==> src/rtl/uart_byte_fifo.sv <==
// Byte FIFO between uart_rx and uart_tx in the echo path, with a small pacing FSM.
// Optional sticky drop flag is enabled by defining UART_BYTE_FIFO_OVERFLOW_EN.
module uart_byte_fifo #(
    parameter int DEPTH = 16
) (
    input  logic                   clk,
    input  logic                   resetn,
    input  logic                   in_valid,
    input  logic [7:0]             in_data,
    output logic                   tx_write,
    output logic [7:0]             tx_data,
    input  logic                   tx_busy,
    output logic [$clog2(DEPTH):0] count,
    output logic                   empty,
    output logic                   full,
    output logic                   overflow,
    input  logic                   clear_overflow
);

    localparam int AW = $clog2(DEPTH);
    localparam logic [AW:0] FULL_CNT = (AW+1)'(DEPTH);

    typedef enum logic [1:0] {IDLE, STROBE, GUARD, DRAIN} state_t;

    state_t        state_q, state_d;
    logic [AW-1:0] wr_ptr_q, wr_ptr_d;
    logic [AW-1:0] rd_ptr_q, rd_ptr_d;
    logic [AW:0]   count_q, count_d;
    logic [7:0]    tx_data_q, tx_data_d;
    logic          tx_write_q, tx_write_d;
    logic          empty_q, empty_d;
    logic          full_q, full_d;
    logic [7:0]    mem_q [DEPTH];
    logic          pop, push, drop;

    always_comb begin
        state_d    = state_q;
        pop        = 1'b0;
        case (state_q)
            IDLE: begin
                if (count_q != '0 && !tx_busy) begin
                    pop     = 1'b1;
                    state_d = STROBE;
                end
            end
            STROBE: state_d = GUARD;
            // busy is ignored here so the transmitter has a cycle to raise it
            GUARD:  state_d = DRAIN;
            DRAIN:  if (!tx_busy) state_d = IDLE;
            default: state_d = IDLE;
        endcase

        // a pop on the same edge frees a slot, so a full FIFO still accepts
        push = in_valid && (count_q != FULL_CNT || pop);
        drop = in_valid && !push;

        wr_ptr_d = push ? wr_ptr_q + 1'b1 : wr_ptr_q;
        rd_ptr_d = pop  ? rd_ptr_q + 1'b1 : rd_ptr_q;
        case ({push, pop})
            2'b10:   count_d = count_q + 1'b1;
            2'b01:   count_d = count_q - 1'b1;
            default: count_d = count_q;
        endcase

        tx_write_d = pop;
        tx_data_d  = pop ? mem_q[rd_ptr_q] : tx_data_q;
        empty_d    = (count_d == '0);
        full_d     = (count_d == FULL_CNT);
    end

    always_ff @(posedge clk or negedge resetn) begin
        if (!resetn) begin
            state_q    <= IDLE;
            wr_ptr_q   <= '0;
            rd_ptr_q   <= '0;
            count_q    <= '0;
            tx_data_q  <= 8'h00;
            tx_write_q <= 1'b0;
            empty_q    <= 1'b1;
            full_q     <= 1'b0;
        end else begin
            state_q    <= state_d;
            wr_ptr_q   <= wr_ptr_d;
            rd_ptr_q   <= rd_ptr_d;
            count_q    <= count_d;
            tx_data_q  <= tx_data_d;
            tx_write_q <= tx_write_d;
            empty_q    <= empty_d;
            full_q     <= full_d;
        end
    end

    always_ff @(posedge clk) begin
        if (push) mem_q[wr_ptr_q] <= in_data;
    end

`ifdef UART_BYTE_FIFO_OVERFLOW_EN
    logic overflow_q, overflow_d;

    always_comb begin
        overflow_d = overflow_q;
        if (drop)                overflow_d = 1'b1;
        else if (clear_overflow) overflow_d = 1'b0;
    end

    always_ff @(posedge clk or negedge resetn) begin
        if (!resetn) overflow_q <= 1'b0;
        else         overflow_q <= overflow_d;
    end

    assign overflow = overflow_q;
`else
    logic unused_ovf;
    assign unused_ovf = clear_overflow | drop;
    assign overflow   = 1'b0;
`endif

    assign tx_write = tx_write_q;
    assign tx_data  = tx_data_q;
    assign count    = count_q;
    assign empty    = empty_q;
    assign full     = full_q;

endmodule

==> config.mk <==
export PLATFORM = sky130hd
export DESIGN_NAME = uart_byte_fifo
export DESIGN_NICKNAME = d
export VERILOG_FILES = /design/src/rtl/uart_byte_fifo.sv
export SDC_FILE = /design/constraint.sdc
export NUM_CORES = 1
export LEC_CHECK = 0
export ABC_AREA = 1
export CORE_UTILIZATION = 30
export CTS_CLUSTER_DIAMETER = 40
export DETAILED_ROUTE_END_ITERATION = 16
export PLACE_DENSITY_LB_ADDON = 0.3
export SYNTH_ARGS = -nofsm -noshare
export SYNTH_HDL_FRONTEND = slang
export SYNTH_SLANG_ARGS = --single-unit
==> constraint.sdc <==
create_clock -name clk -period 2.2 [get_ports clk]
set_input_delay 0.55 -clock clk [delete_from_list [all_inputs] [get_ports clk]]
set_output_delay 0.55 -clock clk [all_outputs]
set_load 0.02 [all_outputs]
==> results of run 1 <==
==> worst max-delay path, stage by stage, from the launching register on <==
cell,delay [ns]
dfrtp_1,0.40
buf_4,0.17
clkdlybuf4s50_1,0.60
==> cells by family after synthesis <==
group                      share of synthesized area, %
and+or+nand+nor                                   12.27
DFF                                               69.54
AOI/OAI and AO/OA                                 10.41
buffers and inverters                             4.142
adders and majority gates                         2.632
xor gates and xnor gates                         0.9483
other                                           0.05801
==> power groups by stage <==
stage / combinational [µW] / clock (µW) / sequential (µW)
detailed placement: 3760 / 0 / 4010
finish: 3910 / 2910 / 3960
global route: 4360 / 3070 / 4010
floorplan: 2380 / 0 / 4070
global placement: 3670 / 0 / 3990
CTS: 3780 / 2950 / 3950
==> state kept, by name (all words and copies together), names as in the netlist <==
register / cells
tx_data: 8
full: 1
mem_q: 128
state_q: 2
count: 5
tx_write: 1
empty: 1
wr_ptr_q: 4
rd_ptr_q: 4
==> cell type report <==
type | instances | share of cell area (%)
Sequential cell | 154 | 56.57
Multi-Input combinational cell | 325 | 21.93
Timing Repair Buffer | 83 | 8.683
Clock buffer | 18 | 5.521
Tap cell | 275 | 4.326
Clock inverter | 14 | 1.935
Inverter | 22 | 1.038
==> worst paths after layout <==
| check | from | endpoint | slack [ns] | depth (start not counted) |
|---|---|---|---|---|
| worst min-delay path | tx_data[2] | tx_data[2] | 0.49 | 1 |
| worst min register to register | tx_data[2] | tx_data[2] | 0.49 | 1 |
| worst max register to register | count[2] | full | 0.13 | 12 |
| max in group asynchronous | resetn | empty | 1.38 | 2 |
| min in group asynchronous | resetn | rd_ptr_q[2] | 0.52 | 2 |
| worst max-delay path | count[0] | count[0] | 0.06 | 2 |
==> metrics by stage <==
step / std cells / total power, µW / setup WS (ns) / hold slack [ns]
after detailed placement: 851 / 7765 / -0.3311 / 0.4845
after global placement: 851 / 7663 / -0.2645 / 0.4820
after CTS: 883 / 10680 / 0.03899 / 0.4972
after floorplan: 529 / 6448 / 0.08854 / 0.2544
after global routing: 891 / 11430 / -0.01837 / 0.5159
final: 891 / 10780 / 0.06173 / 0.4947
==> per-layer routing <==
layer / track usage (%) / up-vias / share of wire [%]
met5: 0 / - / 0
met4: 5.306 / 0 / 1.7
met3: 2.661 / 24 / 5.4
met2: 22.57 / 115 / 47
met1: 20.36 / 2106 / 46
li1: - / 2042 / -
==> placed cells by master, fill, tap and decap left out <==
cell type / synthesis / routed
o21ai_0: 45 / 45
nand4_1: 4 / 4
edfxtp_1: 128 / 128
clkinvlp_4: 0 / 4
a21boi_0: 1 / 1
clkbuf_16: 0 / 17
dfrtp_2: 0 / 3
dfrtp_1: 25 / 22
inv_1: 19 / 16
o21ai_1: 25 / 25
dfstp_2: 1 / 1
ha_4: 0 / 2
buf_4: 3 / 56
xor2_1: 7 / 7
o211ai_1: 32 / 32
clkinv_2: 0 / 6
nor2_1: 118 / 117
ha_1: 12 / 10
o21a_1: 8 / 8
nor2_2: 1 / 1
nand2_1: 25 / 25
nand3_1: 39 / 39
a21oi_1: 3 / 1
inv_2: 1 / 4
conb_1: 1 / 1
bufinv_16: 0 / 3
fa_2: 0 / 1
clkbuf_8: 0 / 1
a21oi_2: 0 / 2
clkdlybuf4s50_1: 0 / 27
nor2_4: 0 / 1
clkinv_1: 2 / 3
nand3_2: 3 / 3
==> timing repair <==
item | in CTS | in global routing
hold buffers | 0 | 0
gates resized for setup | 0 | 12
endpoints found under the setup margin | 0 | 3
setup buffers | 0 | 8
hold endpoints to repair | 0 | 0
==> results.txt, run 1 <==
- The worst setup path is launched from a flop.
- The core region is 21090 µm².
- On the final layout, the worst clock skew is 0.007644 ns.
- The setup path with the least slack is of type reg -> out.
- Area after DPL: between 7000 and 8000 µm²
* Quantity of I/O buffers inserted on ports: 27
- Nets: 629
- Ranked by instance count, the synthesized netlist is headed by 128 x edfxtp_1, 118 x nor2_1, 45 x o21ai_0, 39 x nand3_1, 32 x o211ai_1.
- Net Switching: 3852 µW
* Worst Path Arrival: about 1.6 ns
- The tightest min-delay check is of the reg -> reg type.
- For the pin with the worst max-slew slack, the measured transition is 0.6474 ns.
* CTS tree: built
- Synth Flop Type: edfxtp_1
- Number of vias per cell after detailed routing: 4.811
- For this configuration, the core starts out at a cell density of 30.66%.
- Clock Tree Root: clkbuf_16
* Half-perimeter wire length of the detailed placement result: 9695 µm
- Portion of total power attributed to sequential cells: 36.7%
* Wire length of the first global-routing pass: 23780 µm
- 30 I/O pins were placed.
- FMAX: 467.7 MHz
- Power per cell area: approximately 1400 nW/µm²
* Congestion Overflow GR: 0
* Share of final-layout standard cells stronger than drive strength 1: 17.05%
- Initial antenna violation count: 0
- Summed over all cells, the static leakage comes to 0.002852 µW.
* Max-capacitance violation count: 0
- Sequential area share after synthesis: between 60% and 70%
- Comb pwr share: 36.3%
- Before antenna repair, the detailed router went through 5 iterations.
* Clock buffer count from CTS: 17
* Filler cells: 2028
- Total standard cell area after synthesis: 6465 µm²
- Maximum clock insertion buffer count: 2
- The final hold violation count was 0.
- Multi-input logic area: 1744 µm²
* Yosys cell types: 28
* Clock insertion delay at the later pin of the skew report: 0.42 ns
* Cell taking the most area after synthesis: edfxtp_1
- Highest fanout seen on the critical path: 5
- Overall routed net length: 15060 µm
- Total number of H-tree levels: 4
- From left edge to right edge, the die measures 148.8 µm.
* Clk sink count: 154
- Area of the die: between 20000 and 25000 µm²
- After synthesis, the cell types taking the most area are edfxtp_1 59%, dfrtp_1 9.7%, nor2_1 6.9%, o211ai_1 3.7%, o21ai_0 3.5%.
- Std-Cell Rows: 53
* Number of synthesized register bits: about 150
- VDD sags by at most 585.9 µV.
- Routability-driven placement finished with a final weighted congestion of 0.8760.
- The top cell type by area accounts for between 50% and 60% of the synthesized area.
- In the routed design, unresolved DRC markers number 0.
- Synthesis produced a netlist with a net count of 555.
- Status: finished clean
* Slew HR: 56.70%
- DRT iter0 DRCs: 389
- Count of antenna-violating nets left after detailed routing: 0
- Setup violations remaining at the end of the flow were counted as 0.
- Yosys instantiated no cell more often than edfxtp_1.
- STA puts the critical path data required time at 1.65 ns.
* Flip-flop and latch area: between 4000 and 5000 µm²
- Synthesis warning total: 0
- Per report_power, the clock group accounts for 27.0% of the total.
* Post-route fraction of the period consumed by the critical path: between 90% and 100%
* Total count of max-transition violations in the final report: 0
* Fraction of the core area covered by cells at the end of the flow: 37.72%
- Share of total power consumed by net switching: between 30% and 40%
* Average cell area after synthesis: 12.22 µm²
- Number of standard cells after synthesis: approximately 530
- Measured along the y axis, the die boundary spans 148.8 µm.
* Clock-pin slew on the worst setup and hold paths: around 0.06 ns
- Counting flops with an async set or reset pin after synthesis yields a share of 16.88%.
* Detailed-route via count: between 4000 and 5000
- Fin Setup TNS: 0 ns
- The smallest clock period supported by the final layout is computed as 2.138 ns.
* Antenna diode count: 0
* Crit path capture type: output port
* Wirelength per Cell: 16.90 µm
* Number of enable flip-flop cells after synthesis: 128
- Internal power summed over all cells: 6924 µW
* Area overhead of the layout relative to synthesis: 23.03%
- Via count of the first global-routing pass: 4294
* GRT Overall Usage: approximately 15%
* Cell area after layout: around 8000 µm²
- Entering global routing, the biggest net connects 42 pins.
(Power assumes the default switching activity.)
==> run 2, diff against run 1 <==
REMOVE_ABC_BUFFERS = 1   (was default)
==> run 2 against run 1 <==
  * Fmax increased by 1.7%
  * Clock-buffer cell count increased by 4
  * Via count decreased by 2.8%
  * First-iteration DRC count decreased by 15%
  * Cell area decreased by 1.1%
  * Utilization decreased by 0.41 points
  * Largest power group unchanged
  * Clock skew decreased by 0.00092 ns
  * Flip-flop and latch count unchanged
  * Critical path depth unchanged
  * Setup slack improved by 0.035 ns
  * Die area unchanged
==> results.txt, run 2 (synthesized netlist as in run 1, its figures left out) <==
- Std-Cell Rows: 53 (unchanged)
- The final clock skew came to 0.006724 ns (-0.0009197 ns).
* Non-filler instance count after layout: 882 (-1.0%)
- Nets: 620 (-1.4%)
- Cell depth of the worst min-delay path: 1 (unchanged)
- Clock insertion delay at the later pin of the skew report: 0.42 ns (about the same)
- Fraction of the core area covered by cells at the end of the flow: 37.31% (-0.41 points)
- The hold buffer count at CTS was 0 (unchanged).
* Most frequent cells in the layout: 128 x edfxtp_1, 114 x nor2_1, 45 x o21ai_0, 45 x buf_4, 39 x nand3_1
- The final count of negative-setup-slack endpoints came to 0 (unchanged).
- The count of TritonRoute iterations in the first routing pass came to 4 (-1).
* Count of antenna-violating nets left after detailed routing: 0 (unchanged)
- The register clock-pin slew on the reported worst setup and hold paths is 0.06 ns (about the same).
* Filler cells: 2016 (-0.59%)
- Maximum clock insertion buffer count: 2 (unchanged)
- The average wire per cell in the routed design came to 15.94 µm (-5.7%).
- The number of placed cells counting well taps was 849 (-0.24%).
* Final routed DRC violation total: 0 (unchanged)
- Slew HR: 55.91% (-0.79 points)
- TritonCTS built the clock tree.
- Busiest layer in global routing: met2
- Post-route fraction of the period consumed by the critical path: 95.60% (-1.6 points)
* Clock Tree Root: clkbuf_16
* Area of the die: 22140 µm² (unchanged)
- Half-perimeter wire length of the detailed placement result: 9069 µm (-6.5%)
* Congestion Overflow GR: 0 (unchanged)
- The pin count of the biggest net entering global routing came to 68 (+62%).
- The portion of total power attributed to sequential cells is 37.9% (+1.2 points).
- LEAKAGE: 0.002803 µW (-1.7%)
* Die Y-Extent: 148.8 µm (unchanged)
- Register with the most flip-flops: mem_q
* Total number of H-tree levels: 4 (unchanged)
- Final count of hold timing violations: 0 (unchanged)
- Internal power summed over all cells: 6644 µW (-4.0%)
* Comb pwr share: 36.3% (about the same)
- Core area: 21090 µm² (unchanged)
- The final weighted congestion of routability-driven global placement was 0.8164 (-6.8%).
* Highest fanout seen on the critical path: 4 (-1)
- The global routing met2 resource utilization is 22.85% (+0.28 points).
- Net Switching: 3717 µW (-3.5%)
- Wire length of the first global-routing pass: 22180 µm (-6.7%)
* GRT Overall Usage: 13.59% (-0.97 points)
* Initial antenna violation count: 0 (unchanged)
- The number of max-capacitance violations reported came to 0 (unchanged).
* Clock buffer count from CTS: 17 (unchanged)
- The switching fraction of total power was 35.87% (+0.13 points).
- Antenna diode count: 0 (unchanged)
- The chip width came to 148.8 µm (unchanged).
- RSZ-0062 raised after global routing: no
* Nature of the critical path startpoint: flop
* Clk sink count: 154 (unchanged)
- Worst Path Arrival: 1.55 ns (-0.04 ns)
* Worst EP required: 1.65 ns (about the same)
- Via count of the first global-routing pass: 4138 (-3.6%)
- The part of the power in the clock network came to 25.7% (-1.3 points).
- The total detailed-routing wirelength is 14060 µm (-6.7%).
* Initial core utilization: 30.66% (unchanged)
- The number of top-level design ports is 30 (unchanged).
- Number of vias per cell after detailed routing: 4.723 (-1.8%)
* Final period demand of the worst path: 2.103 ns (-0.03500 ns)
- The worst-case setup margin in the final layout came to 0.09673 ns (+0.03500 ns).
* Global routing met3 resource utilization: 3.700% (+1.0 points)
- The depth of the most critical reg-to-reg path came to 10 (-2).
* Worst-case vdd ir drop: 938.5 µV (+60%)
- Share of final-layout standard cells stronger than drive strength 1: 16.64% (-0.41 points)
- Commonest non-fill, non-tap cell in the layout: edfxtp_1
- Fin Setup TNS: 0 ns (unchanged)
* Setup WS pre-CTS: -0.3127 ns (+0.01840 ns)
- Total count of max-transition violations in the final report: 0 (unchanged)
- Number of flip-flops in the largest register: 128 (unchanged)
- Crit path capture type: output port
- The transition at the pin with the smallest max-transition slack came to 0.6573 ns (+0.009844 ns).
- The count of input and output buffers was 27 (unchanged).
- Hold_ws: 0.4925 ns (-0.002181 ns)
- Power per cell area: 1317 nW/µm² (-2.8%)
- Class of the most critical hold timing path: reg -> reg
- Area overhead of the layout relative to synthesis: 21.70%
* Status: finished clean
* Category of the most critical setup path: reg -> out
- The fmax was 475.5 MHz (+1.7%).
- The global-route track usage on met1 was 16.66% (-3.7 points).
- The number of design-rule violations left by the first detailed-router iteration came to 330 (-15%).
- The total vias in the final route was 4166 (-2.8%).
## run 2: changes by cell type in the layout (fill, tap and decap cells not counted), sizes merged
cell | previous run | this run
buf | 56 | 47
clkinvlp | 4 | 3
clkbuf | 18 | 22
inv | 20 | 22
clkinv | 9 | 7
bufinv | 3 | 0
## run 2: repair_timing
| action | 4_1_cts | 5_1_grt |
|---|---|---|
| resized for setup | 0 | 16 |
| buffers inserted | 0 | 1 |
| endpoints found under the setup margin | 0 | 81 |
## run 2: power groups by stage
stage	clock [µW]	sequential [µW]	combinational (µW)
5_1_grt	2850	3980	4200
4_1_cts	2730	3920	3760
2_1_floorplan	0	4300	1870
3_5_place_dp	0	3970	3740
3_3_place_gp	0	3950	3630
6_report	2670	3930	3760
## run 2: final cells by class
type,count,area (µm²),share of cell area (%)
flip-flops and latches,154,4501,57.20
multi-input cells,325,1742,22.14
repair buffers,74,648.1,8.238
clock buffers,22,485.5,6.170
well taps,275,344.1,4.373
inverters,22,82.58,1.050
clock inverters,10,65.06,0.8270
## run 2: final timing paths
kind	startpoint	endpoint	slack (ns)
max	count[1]	count[1]	0.1
min	tx_data[0]	tx_data[0]	0.49
max reg2reg	state_q[1]	mem_q[4][6]	0.16
min reg2reg	tx_data[0]	tx_data[0]	0.49
max in group asynchronous	resetn	empty	1.39
min in group asynchronous	resetn	full	0.51
## run 2: through the flow
stage	total power [µW]	cell area (µm²)
final	10360	7868
after global routing	11030	7868
after CTS	10400	7818
after detailed placement	7711	7267
after global placement	7585	7267
after floorplan	6165	6280
## run 2: critical path, stage by stage, from the launching register on
cell and delay (ns):
dfrtp_1 0.38, buf_4 0.16, clkdlybuf4s50_1 0.61
## run 2: routing by layer
layer | vias to the layer above | routed length (µm)
li1 | 2019 | -
met5 | - | 0
met2 | 59 | 6923
met3 | 17 | 401
met1 | 2071 | 6494
met4 | 0 | 236
==> run 3, diff against run 2 <==
CORE_UTILIZATION = 35   (was 30)
clock period = 2 ns   (was 2.2 ns; I/O delays follow)
==> run 3 against run 2 <==
  * Sequential power grew 8.7%
  * Flip-flop and latch count is the same
  * Utilization grew 6.3 points
  * Setup slack lost 0.016 ns
  * Clock power grew 12%
  * Cell area shrank 0.16%
  * Largest power group is now combinational cells
==> results.txt, run 3 (synthesized netlist as in run 1, its figures left out) <==
- The flow ran to the end, and the final reports show no timing, DRC or antenna violations.
- Total number of H-tree levels: 4 (unchanged)
- TritonCTS built the clock tree.
- CP top delay family: simple AND/OR/NAND/NOR gates
- Among all stages on the critical path, the largest delay is contributed by dfrtp_1.
- In the layout the commonest cells are 128 x edfxtp_1, 116 x nor2_1, 45 x o21ai_0.
- The worst supply voltage drop on vdd came to 617.9 µV (-34%).
- Overall routed net length: 13840 µm (-1.5%)
- Maximum clock insertion buffer count: 2 (unchanged)
- The library cell used most frequently in the layout, excluding fill and tap cells, is edfxtp_1.
* Hold_ws: 0.4526 ns (-0.03985 ns)
- Total count of max-transition violations in the final report: 0 (unchanged)
* Cell-by-cell listing of the critical path: nor2_2 -> nand3_2 -> nand4_1 -> inv_2 -> buf_4 -> ha_4 -> nand3_2 -> nand3_1 -> nand2_1 -> nand2_1 -> nand2_1 -> nand2_1 -> inv_1 -> nor2_1
* Area after DPL: 7227 µm² (-0.55%)
- Nets: 620 (unchanged)
- Nature of the critical path startpoint: flop
* Clock Tree Root: clkbuf_16
- Overall power of the completed layout: 11570 µW (+12%)
* First-pass iteration count of the detailed router: 5 (+1)
- The total number of clock tree sinks is 154 (unchanged).
* Clock-pin slew on the worst setup and hold paths: 0.06 ns (about the same)
- The number of max-capacitance violations reported is 0 (unchanged).
* Quantity of I/O buffers inserted on ports: 27 (unchanged)
- Slew HR: 58.03% (+2.1 points)
- The hold buffer count at CTS was 0 (unchanged).
- The via count normalized by instance count was 4.984 (+5.5%).
- The CTS buffer count is 17 (unchanged).
- Post-route fraction of the period consumed by the critical path: 95.96%
- The average wire per cell in the routed design came to 16.55 µm (+3.9%).
- The starting density of the core came to 35.87% (+5.2 points).
* Die Y-Extent: 137.9 µm (-7.3%)
* Std-Cell Rows: 49 (-7.5%)
* Detailed-route via count: 4167 (+0.024%)
- Count of buffering cells on the critical path with inverters included: 3 (+1)
- The number of remaining DRC errors came to 0 (unchanged).
- The diode insertion count for antenna repair came to 0 (unchanged).
* GRT Overall Usage: 15.96% (+2.4 points)
* Register with the most flip-flops: mem_q
- The flip-flop count of the largest register, all copies and words added is 128 (unchanged).
- Worst Path Arrival: 2.27 ns (+0.72 ns)
- LEAKAGE: 0.002818 µW (+0.53%)
* Power per cell area: 1473 nW/µm² (+12%)
- The worst setup path is captured at a flop.
* Half-perimeter wire length of the detailed placement result: 8736 µm (-3.7%)
- The worst-case setup margin in the final layout came to 0.08071 ns (-0.01602 ns).
- The final instance area came to 7855 µm² (-0.16%).
- The area enclosed by the die boundary came to 19020 µm² (-14%).
* DRT iter0 DRCs: 343 (+3.9%)
- The path class of the tightest hold or removal check is in -> async.
- Congestion Overflow GR: 0 (unchanged)
* Top Ports: 30 (unchanged)
- Core area: 18020 µm² (-15%)
- Derived from the worst setup path, the maximum achievable clock frequency is 521.0 MHz.
* Count of antenna-violating nets left after detailed routing: 0 (unchanged)
- Highest fanout seen on the critical path: 4 (unchanged)
* Biggest cell delay along the critical path: 0.39 ns (-0.22 ns)
- The first-pass GRT wire length came to 22020 µm (-0.72%).
- The fraction of layout instances using a drive strength above 1 was 15.98% (-0.66 points).
- The transition at the pin with the smallest max-transition slack came to 0.6276 ns (-0.02962 ns).
- The chip width came to 137.9 µm (-7.3%).
* Placer Congestion: 0.8369 (+2.5%)
* Final period demand of the worst path: 1.919 ns
* Count of final setup violators: 0 (unchanged)
- Pin count of the biggest net entering global routing: 68 (unchanged)
- Initial antenna violation count: 0 (unchanged)
* Critical Path Most Common Cell: nand2_1
* Area overhead of the layout relative to synthesis: 21.50%
- Fraction of the core area covered by cells at the end of the flow: 43.58% (+6.3 points)
- The worst setup path is of the reg -> reg kind.
- Worst EP required: 2.35 ns (+0.70 ns)
- RSZ-0062 raised after global routing: yes
* Clock insertion delay at the later pin of the skew report: 0.42 ns (about the same)
* Setup Skew: 0.008078 ns (+0.001354 ns)
- The via count of the first global-routing pass is 4038 (-2.4%).
* Final count of hold timing violations: 0 (unchanged)
- The worst setup slack after placement came to -0.4826 ns (-0.1699 ns).
## run 3: timing repair
action	4_1_cts	5_1_grt
gates resized for setup	12	11
pin swaps	0	5
setup buffers	1	1
endpoints found under the setup margin	8	131
## run 3: layer usage
layer / wire (µm) / vias up / track usage, %
li1: - / 2021 / -
met4: 266 / 0 / 6.643
met1: 6108 / 2024 / 21.18
met3: 672 / 20 / 3.326
met2: 6791 / 102 / 25.42
met5: 0 / - / 0
## run 3: cell type report
type	instances	area (µm²)
Clock buffer	18	429.2
Timing Repair Buffer	74	680.7
Multi-Input combinational cell	325	1757
Tap cell	229	286.5
Fill cell	1666	10170
Inverter	22	82.58
Sequential cell	154	4498
Clock inverter	14	121.4
## run 3: final timing paths
check / start / endpoint / slack (ns) / cells past startpoint
min reg2reg: tx_data[4] / tx_data[4] / 0.49 / 1
max in group asynchronous: resetn / empty / 1.25 / 2
max: count[3] / empty / 0.08 / 14
min: resetn / full / 0.45 / 2
min in group clk: tx_data[4] / tx_data[4] / 0.49 / 1
max reg2reg: count[3] / empty / 0.08 / 14
## run 3: report_power, final
part / internal [µW] / switching [µW] / leakage (µW)
Sequential: 4020 / 253 / 0.00146
Clock: 1710 / 1270 / 0.000262
Combinational: 1680 / 2630 / 0.00110
Total: 7410 / 4150 / 0.00282
## run 3: stage by stage
stage          cells  setup TNS [ns]
3_3_place_gp     802          -25.46
2_1_floorplan    501          -5.024
4_1_cts          835               0
5_1_grt          836         -0.3477
3_5_place_dp     802          -30.73
6_report         836               0
